<file path="config.mk">
export PLATFORM = sky130hd
export DESIGN_NAME = video_vram_arbiter
export DESIGN_NICKNAME = d
export VERILOG_FILES = /design/src/rtl/video_vram_arbiter_pkg.sv /design/src/rtl/video_arb_prio_sel.sv /design/src/rtl/video_vram_arbiter.sv
export SDC_FILE = /design/constraint.sdc
export NUM_CORES = 1
export LEC_CHECK = 0
export ABC_AREA = 1
export BUFFER_PORTS_ARGS = -buffer_cell sky130_fd_sc_hd__buf_2
export CORE_ASPECT_RATIO = 0.7
export CORE_UTILIZATION = 30
export DETAILED_ROUTE_END_ITERATION = 8
export PLACE_DENSITY = 0.6
export SLEW_MARGIN = 20
export SYNTH_ARGS = -nofsm -noshare
export SYNTH_HDL_FRONTEND = slang
export SYNTH_SLANG_ARGS = --single-unit
</file>
<file path="constraint.sdc">
create_clock -name clk -period 3.8 [get_ports clk]
set_input_delay 0.19 -clock clk [delete_from_list [all_inputs] [get_ports clk]]
set_output_delay 0.19 -clock clk [all_outputs]
set_load 0.01 [all_outputs]
</file>
<file path="src/rtl/video_vram_arbiter_pkg.sv">
// Shared video definitions: requester IDs, arbiter FSM states, priority-order
// type and the default line budget / CPU slot period.
package video_vram_arbiter_pkg;

  typedef enum logic [1:0] {
    ID_CPU = 2'd0,
    ID_LYR = 2'd1,
    ID_SPR = 2'd2
  } req_id_t;

  typedef enum logic {
    ST_IDLE,
    ST_FETCH
  } arb_state_t;

  // Priority order, p0 is the highest.
  typedef struct packed {
    req_id_t p0;
    req_id_t p1;
    req_id_t p2;
  } prio_order_t;

  localparam int unsigned LINE_BUDGET_DEF     = 760;
  localparam int unsigned CPU_SLOT_PERIOD_DEF = 4;

  localparam prio_order_t ORDER_IDLE     = '{p0: ID_CPU, p1: ID_SPR, p2: ID_LYR};
  localparam prio_order_t ORDER_CPU_SLOT = '{p0: ID_CPU, p1: ID_LYR, p2: ID_SPR};
  localparam prio_order_t ORDER_FETCH    = '{p0: ID_LYR, p1: ID_SPR, p2: ID_CPU};

endpackage

</file>
<file path="src/rtl/video_arb_prio_sel.sv">
// Combinational 3-way fixed-priority selector.
// Ports:
//   req   [2:0] request vector indexed by requester ID
//   order       priority order (p0 highest)
//   grant [2:0] one-hot grant indexed by requester ID
//   valid       some request was granted
//   id          ID of the granted requester
module video_arb_prio_sel
  import video_vram_arbiter_pkg::*;
(
  input  logic [2:0]  req,
  input  prio_order_t order,
  output logic [2:0]  grant,
  output logic        valid,
  output req_id_t     id
);

  always_comb begin
    grant = '0;
    valid = 1'b0;
    id    = ID_CPU;
    if (req[order.p0]) begin
      valid = 1'b1;
      id    = order.p0;
    end else if (req[order.p1]) begin
      valid = 1'b1;
      id    = order.p1;
    end else if (req[order.p2]) begin
      valid = 1'b1;
      id    = order.p2;
    end
    if (valid) grant[id] = 1'b1;
  end

endmodule

</file>
<file path="src/rtl/video_vram_arbiter.sv">
// VRAM arbiter between CPU, layer fetcher and sprite fetcher.
// Acks are combinational grants; the RAM port is registered on the edge that
// closes the ack cycle, so read data returns (rd_valid) two cycles after ack.
// Ports:
//   clk, rst                 clock, async active-high reset
//   next_line, vblank_pulse  timing strobes
//   cpu_/lyr_/spr_req,_addr  requests (held until ack) and addresses
//   cpu_we, cpu_wrdata       CPU write controls
//   lyr_done                 layer fetch finished for this line
//   cpu_/lyr_/spr_ack        grant pulses
//   ram_addr/_we/_wrdata     registered RAM port; ram_rddata read data
//   rd_valid, rd_id, rd_data read return path
//   overrun                  sticky line-budget overrun flag
module video_vram_arbiter
  import video_vram_arbiter_pkg::*;
#(
  parameter int unsigned ADDR_W          = 17,
  parameter int unsigned DATA_W          = 32,
  parameter int unsigned LINE_BUDGET     = LINE_BUDGET_DEF,
  parameter int unsigned CPU_SLOT_PERIOD = CPU_SLOT_PERIOD_DEF
) (
  input  logic              clk,
  input  logic              rst,
  input  logic              next_line,
  input  logic              vblank_pulse,
  input  logic              cpu_req,
  input  logic              lyr_req,
  input  logic              spr_req,
  input  logic [ADDR_W-1:0] cpu_addr,
  input  logic [ADDR_W-1:0] lyr_addr,
  input  logic [ADDR_W-1:0] spr_addr,
  input  logic              cpu_we,
  input  logic [DATA_W-1:0] cpu_wrdata,
  input  logic              lyr_done,
  output logic              cpu_ack,
  output logic              lyr_ack,
  output logic              spr_ack,
  output logic [ADDR_W-1:0] ram_addr,
  output logic              ram_we,
  output logic [DATA_W-1:0] ram_wrdata,
  input  logic [DATA_W-1:0] ram_rddata,
  output logic              rd_valid,
  output logic [1:0]        rd_id,
  output logic [DATA_W-1:0] rd_data,
  output logic              overrun
);

  localparam int unsigned BUD_W  = (LINE_BUDGET > 1) ? $clog2(LINE_BUDGET) : 1;
  localparam int unsigned SLOT_W = (CPU_SLOT_PERIOD > 1) ? $clog2(CPU_SLOT_PERIOD) : 1;
  localparam logic [BUD_W-1:0]  BUD_LAST = BUD_W'(LINE_BUDGET - 1);
  localparam logic [SLOT_W-1:0] SLOT_CPU = SLOT_W'(CPU_SLOT_PERIOD - 1);

  arb_state_t        state, state_nx;
  logic [BUD_W-1:0]  budget, budget_nx;
  logic [SLOT_W-1:0] slot, slot_nx;
  logic              overrun_nx;
  logic              expire;
  prio_order_t       order;

  logic [2:0]        grant;
  logic              gnt_valid;
  req_id_t           gnt_id;
  logic [ADDR_W-1:0] sel_addr;
  logic              gnt_write;

  logic              p1_valid;
  req_id_t           p1_id;

  always_comb begin
    state_nx   = state;
    budget_nx  = budget;
    slot_nx    = slot;
    overrun_nx = overrun;
    expire     = (state == ST_FETCH) && (budget == BUD_LAST);

    // Set is applied after clear so a coincident vblank loses.
    if (vblank_pulse) overrun_nx = 1'b0;
    if ((state == ST_FETCH) && !lyr_done && (expire || next_line)) overrun_nx = 1'b1;

    if (next_line) begin
      state_nx  = ST_FETCH;
      budget_nx = '0;
      slot_nx   = '0;
    end else if (state == ST_FETCH) begin
      if (lyr_done || expire) begin
        state_nx  = ST_IDLE;
        budget_nx = '0;
        slot_nx   = '0;
      end else begin
        budget_nx = budget + 1'b1;
        slot_nx   = (slot == SLOT_CPU) ? '0 : slot + 1'b1;
      end
    end

    if (state == ST_IDLE)      order = ORDER_IDLE;
    else if (slot == SLOT_CPU) order = ORDER_CPU_SLOT;
    else                       order = ORDER_FETCH;
  end

  video_arb_prio_sel u_sel (
    .req   ({spr_req, lyr_req, cpu_req}),
    .order (order),
    .grant (grant),
    .valid (gnt_valid),
    .id    (gnt_id)
  );

  assign cpu_ack = grant[0] & ~rst;
  assign lyr_ack = grant[1] & ~rst;
  assign spr_ack = grant[2] & ~rst;

  always_comb begin
    sel_addr = cpu_addr;
    case (gnt_id)
      ID_LYR:  sel_addr = lyr_addr;
      ID_SPR:  sel_addr = spr_addr;
      default: sel_addr = cpu_addr;
    endcase
    gnt_write = gnt_valid && (gnt_id == ID_CPU) && cpu_we;
    rd_data   = rd_valid ? ram_rddata : '0;
  end

  always_ff @(posedge clk or posedge rst) begin
    if (rst) begin
      state      <= ST_IDLE;
      budget     <= '0;
      slot       <= '0;
      overrun    <= 1'b0;
      ram_addr   <= '0;
      ram_we     <= 1'b0;
      ram_wrdata <= '0;
      p1_valid   <= 1'b0;
      p1_id      <= ID_CPU;
      rd_valid   <= 1'b0;
      rd_id      <= '0;
    end else begin
      state    <= state_nx;
      budget   <= budget_nx;
      slot     <= slot_nx;
      overrun  <= overrun_nx;
      ram_we   <= gnt_write;
      if (gnt_valid) ram_addr <= sel_addr;
      if (gnt_write) ram_wrdata <= cpu_wrdata;
      p1_valid <= gnt_valid && !gnt_write;
      p1_id    <= gnt_id;
      rd_valid <= p1_valid;
      rd_id    <= p1_id;
    end
  end

endmodule

</file>
==> impl_results.md <==
- Status: completed
- Setup violators final: 0
- Vias: 3597
- Endpoints failing hold: 0
- Mapped Area: 3440 µm²
- Relative slew slack: 0.379
- Worst r2r path cells: 10
- Post-CTS setup buffer count: 0
- Syn nets: 587
- Worst setup EP type: flop
- Maximum VDD drop: 0.255 mV
- Sequential cell area fraction in the yosys report: 0.509
- Final GP Congestion: 0.846
- Drt total wl: 10.9 mm
- Clock-pin slew on the worst setup and hold paths: 0.06 ns
- Share of layout cells above drive strength 1: 0.358
- Final #Nets: 791
- Crit path kind: flop to flop
- Detail Route Antenna Nets: 0
- CP Launch Type: flop
- Die width: 130 µm
- Die ar.: 11900 µm²
- Skew-Pair Late Insertion Delay: 0.33 ns
- Pwr dens: 480 nW/µm²
- Synth warn: 0
- Largest net degree at the start of global routing: 44
- Most frequent cells in the layout: nand2_1 (215), buf_2 (212), dfrtp_1 (70), inv_1 (49), o21ai_0 (38)
- P_leak: 0.00294 µW
- Syn Area/Cell: 7.52 µm²
- Setup TNS Final: 0 ns
- Final core occ: 0.447
- Skew final: 0.00538 ns
- Number of global-route vias before repair: 3532
- Max-cap violations: 0
- Total track usage: 0.187
- PortBufs: 212
- WHS: 0.0427 ns
- Largest cells by area after synthesis: dfrtp_1 (51%), nand2_1 (23%), o21ai_0 (5.5%), inv_1 (5.4%), a21oi_1 (2.8%)
- DR iter-0 viols: 123
- DRC Markers: 0
- Congestion Overflow GR: 0
- Worst min path class: input pin to flop
- Crit Path Max Fanout: 34
- Vias per cell: 4.39
- Core Area: 11100 µm²
- WL/cell: 13.3 µm
- Hold-critical path depth: 2
- Most common cell after layout, fill and taps aside: nand2_1
- Period minus WS final: 2.66 ns
- Placement Rows: 32
- Total power: 2380 µW
- Unrepaired setup endpoints after global routing: no
- Worst-Margin Slew: 0.932 ns
- WP data required: 4.01 ns
- DIE HEIGHT: 91.7 µm
- FF+latch count, synth: 70
- Synth cell types: 27
- Number of gates resized after CTS: 0
- N_diodes: 0
- CTS HTree Levels: 3
- Final Max Slew Viols: 0
- Initial Utilization: 0.311
- Fmax: 375 MHz
- TritonCTS clock tree: done
- Area share of the largest cell type after synthesis: 0.509
- 1st-pass router iterations: 4
- First-pass GRT wire length: 17.0 mm
- Crit path DAT: 2.88 ns
- I/O Pins: 213
- Clock Path Buffers: 2
- P&R area growth vs syn: 43.8%
- Area leader, netlist: dfrtp_1
- Root Buffer: clkbuf_16
- Final Cycle Share: 0.701
- Total CTS buffers: 9
- Antenna violations before repair: 0
- Post-Syn Instances: 458
- Final HPWL from detailed placement: 8.22 mm
- Sink Count: 70
==> cell type report <==
class | count | area [µm²]
flip-flops and latches | 70 | 1750
multi-input cells | 315 | 1390
clock inverters | 4 | 76.3
clock buffers | 12 | 267
well taps | 153 | 191
fillers | 1146 | 6140
inverters | 52 | 195
repair buffers | 214 | 1080
==> sequential cells by signal, indices dropped and copies added, names as in the netlist, 2 cells and up <==
| signal | count |
|---|---|
| ram_wrdata | 32 |
| ram_addr | 17 |
| budget | 10 |
| p1_id | 2 |
| rd_id | 2 |
| slot | 2 |
==> logic make-up (layout without fill, tap and decap cells) <==
family                     count (synthesis)  in the layout  share of synthesized area
adders and majority gates                  5              5                     0.0182
and+or+nand+nor                          241            241                      0.279
xor gates and xnor gates                   4              4                     0.0102
AOI/OAI and AO/OA                         65             65                     0.0966
buffers and inverters                     73            282                     0.0872
DFF                                       70             70                      0.509
==> where the power goes <==
part | switching (µW) | internal (µW)
Combinational | 294 | 211
Sequential | 69.0 | 853
Clock | 319 | 631
==> timing repair <==
item | CTS | global route
hold buffers | 1 | 0
endpoints found under the hold margin | 27 | 0
endpoints found under the setup margin | 0 | 0
==> layer usage <==
layer | part of all wire | global-route usage | wire length, µm
met5 | 0 | 0 | 0
met4 | 0.014 | 0.0523 | 149
met3 | 0.079 | 0.0572 | 861
met2 | 0.47 | 0.314 | 5120
met1 | 0.44 | 0.232 | 4760
==> stage by stage <==
| stage | cell area (µm²) | setup WS [ns] | instances |
|---|---|---|---|
| global route | 4950 | 0.759 | 820 |
| floorplan | 3440 | 1.61 | 458 |
| finish | 4950 | 1.14 | 820 |
| detailed placement | 4600 | 1.14 | 803 |
| CTS | 4950 | 1.09 | 820 |
| global placement | 4600 | 1.24 | 803 |
==> synthesized netlist by cell type, drive strengths merged <==
cell type  number
a21oi          19
buf            15
clkbuf          6
dfrtp          70
ha              5
inv            52
nand2         216
nand3           7
nand4           1
nor2           15
nor3            1
o21ai          41
o21bai          1
o22ai           4
or2             1
xnor2           2
xor2            2
==> critical path, cell delays in order, from the launching register on <==
cell and delay [ns]:
dfrtp_1 0.39, ha_1 0.21, o21ai_0 0.22, nand2_1 0.07, nor2_1 0.18, inv_1 0.09, ha_1 0.23, nand3_2 0.47
inv_2 0.44, nand2_1 0.16, nand2_1 0.06
==> worst paths after layout <==
path	slack, ns	from	endpoint
min in group asynchronous	0.55	rst	ram_addr[11]
min reg2reg	0.35	p1_valid	rd_valid
min	0.04	vblank_pulse	overrun
max in group asynchronous	2.26	rst	ram_wrdata[30]
max reg2reg	1.14	slot[0]	ram_wrdata[23]
max	1.14	slot[0]	ram_wrdata[23]
Note: power is estimated with default switching activity, not from simulation.
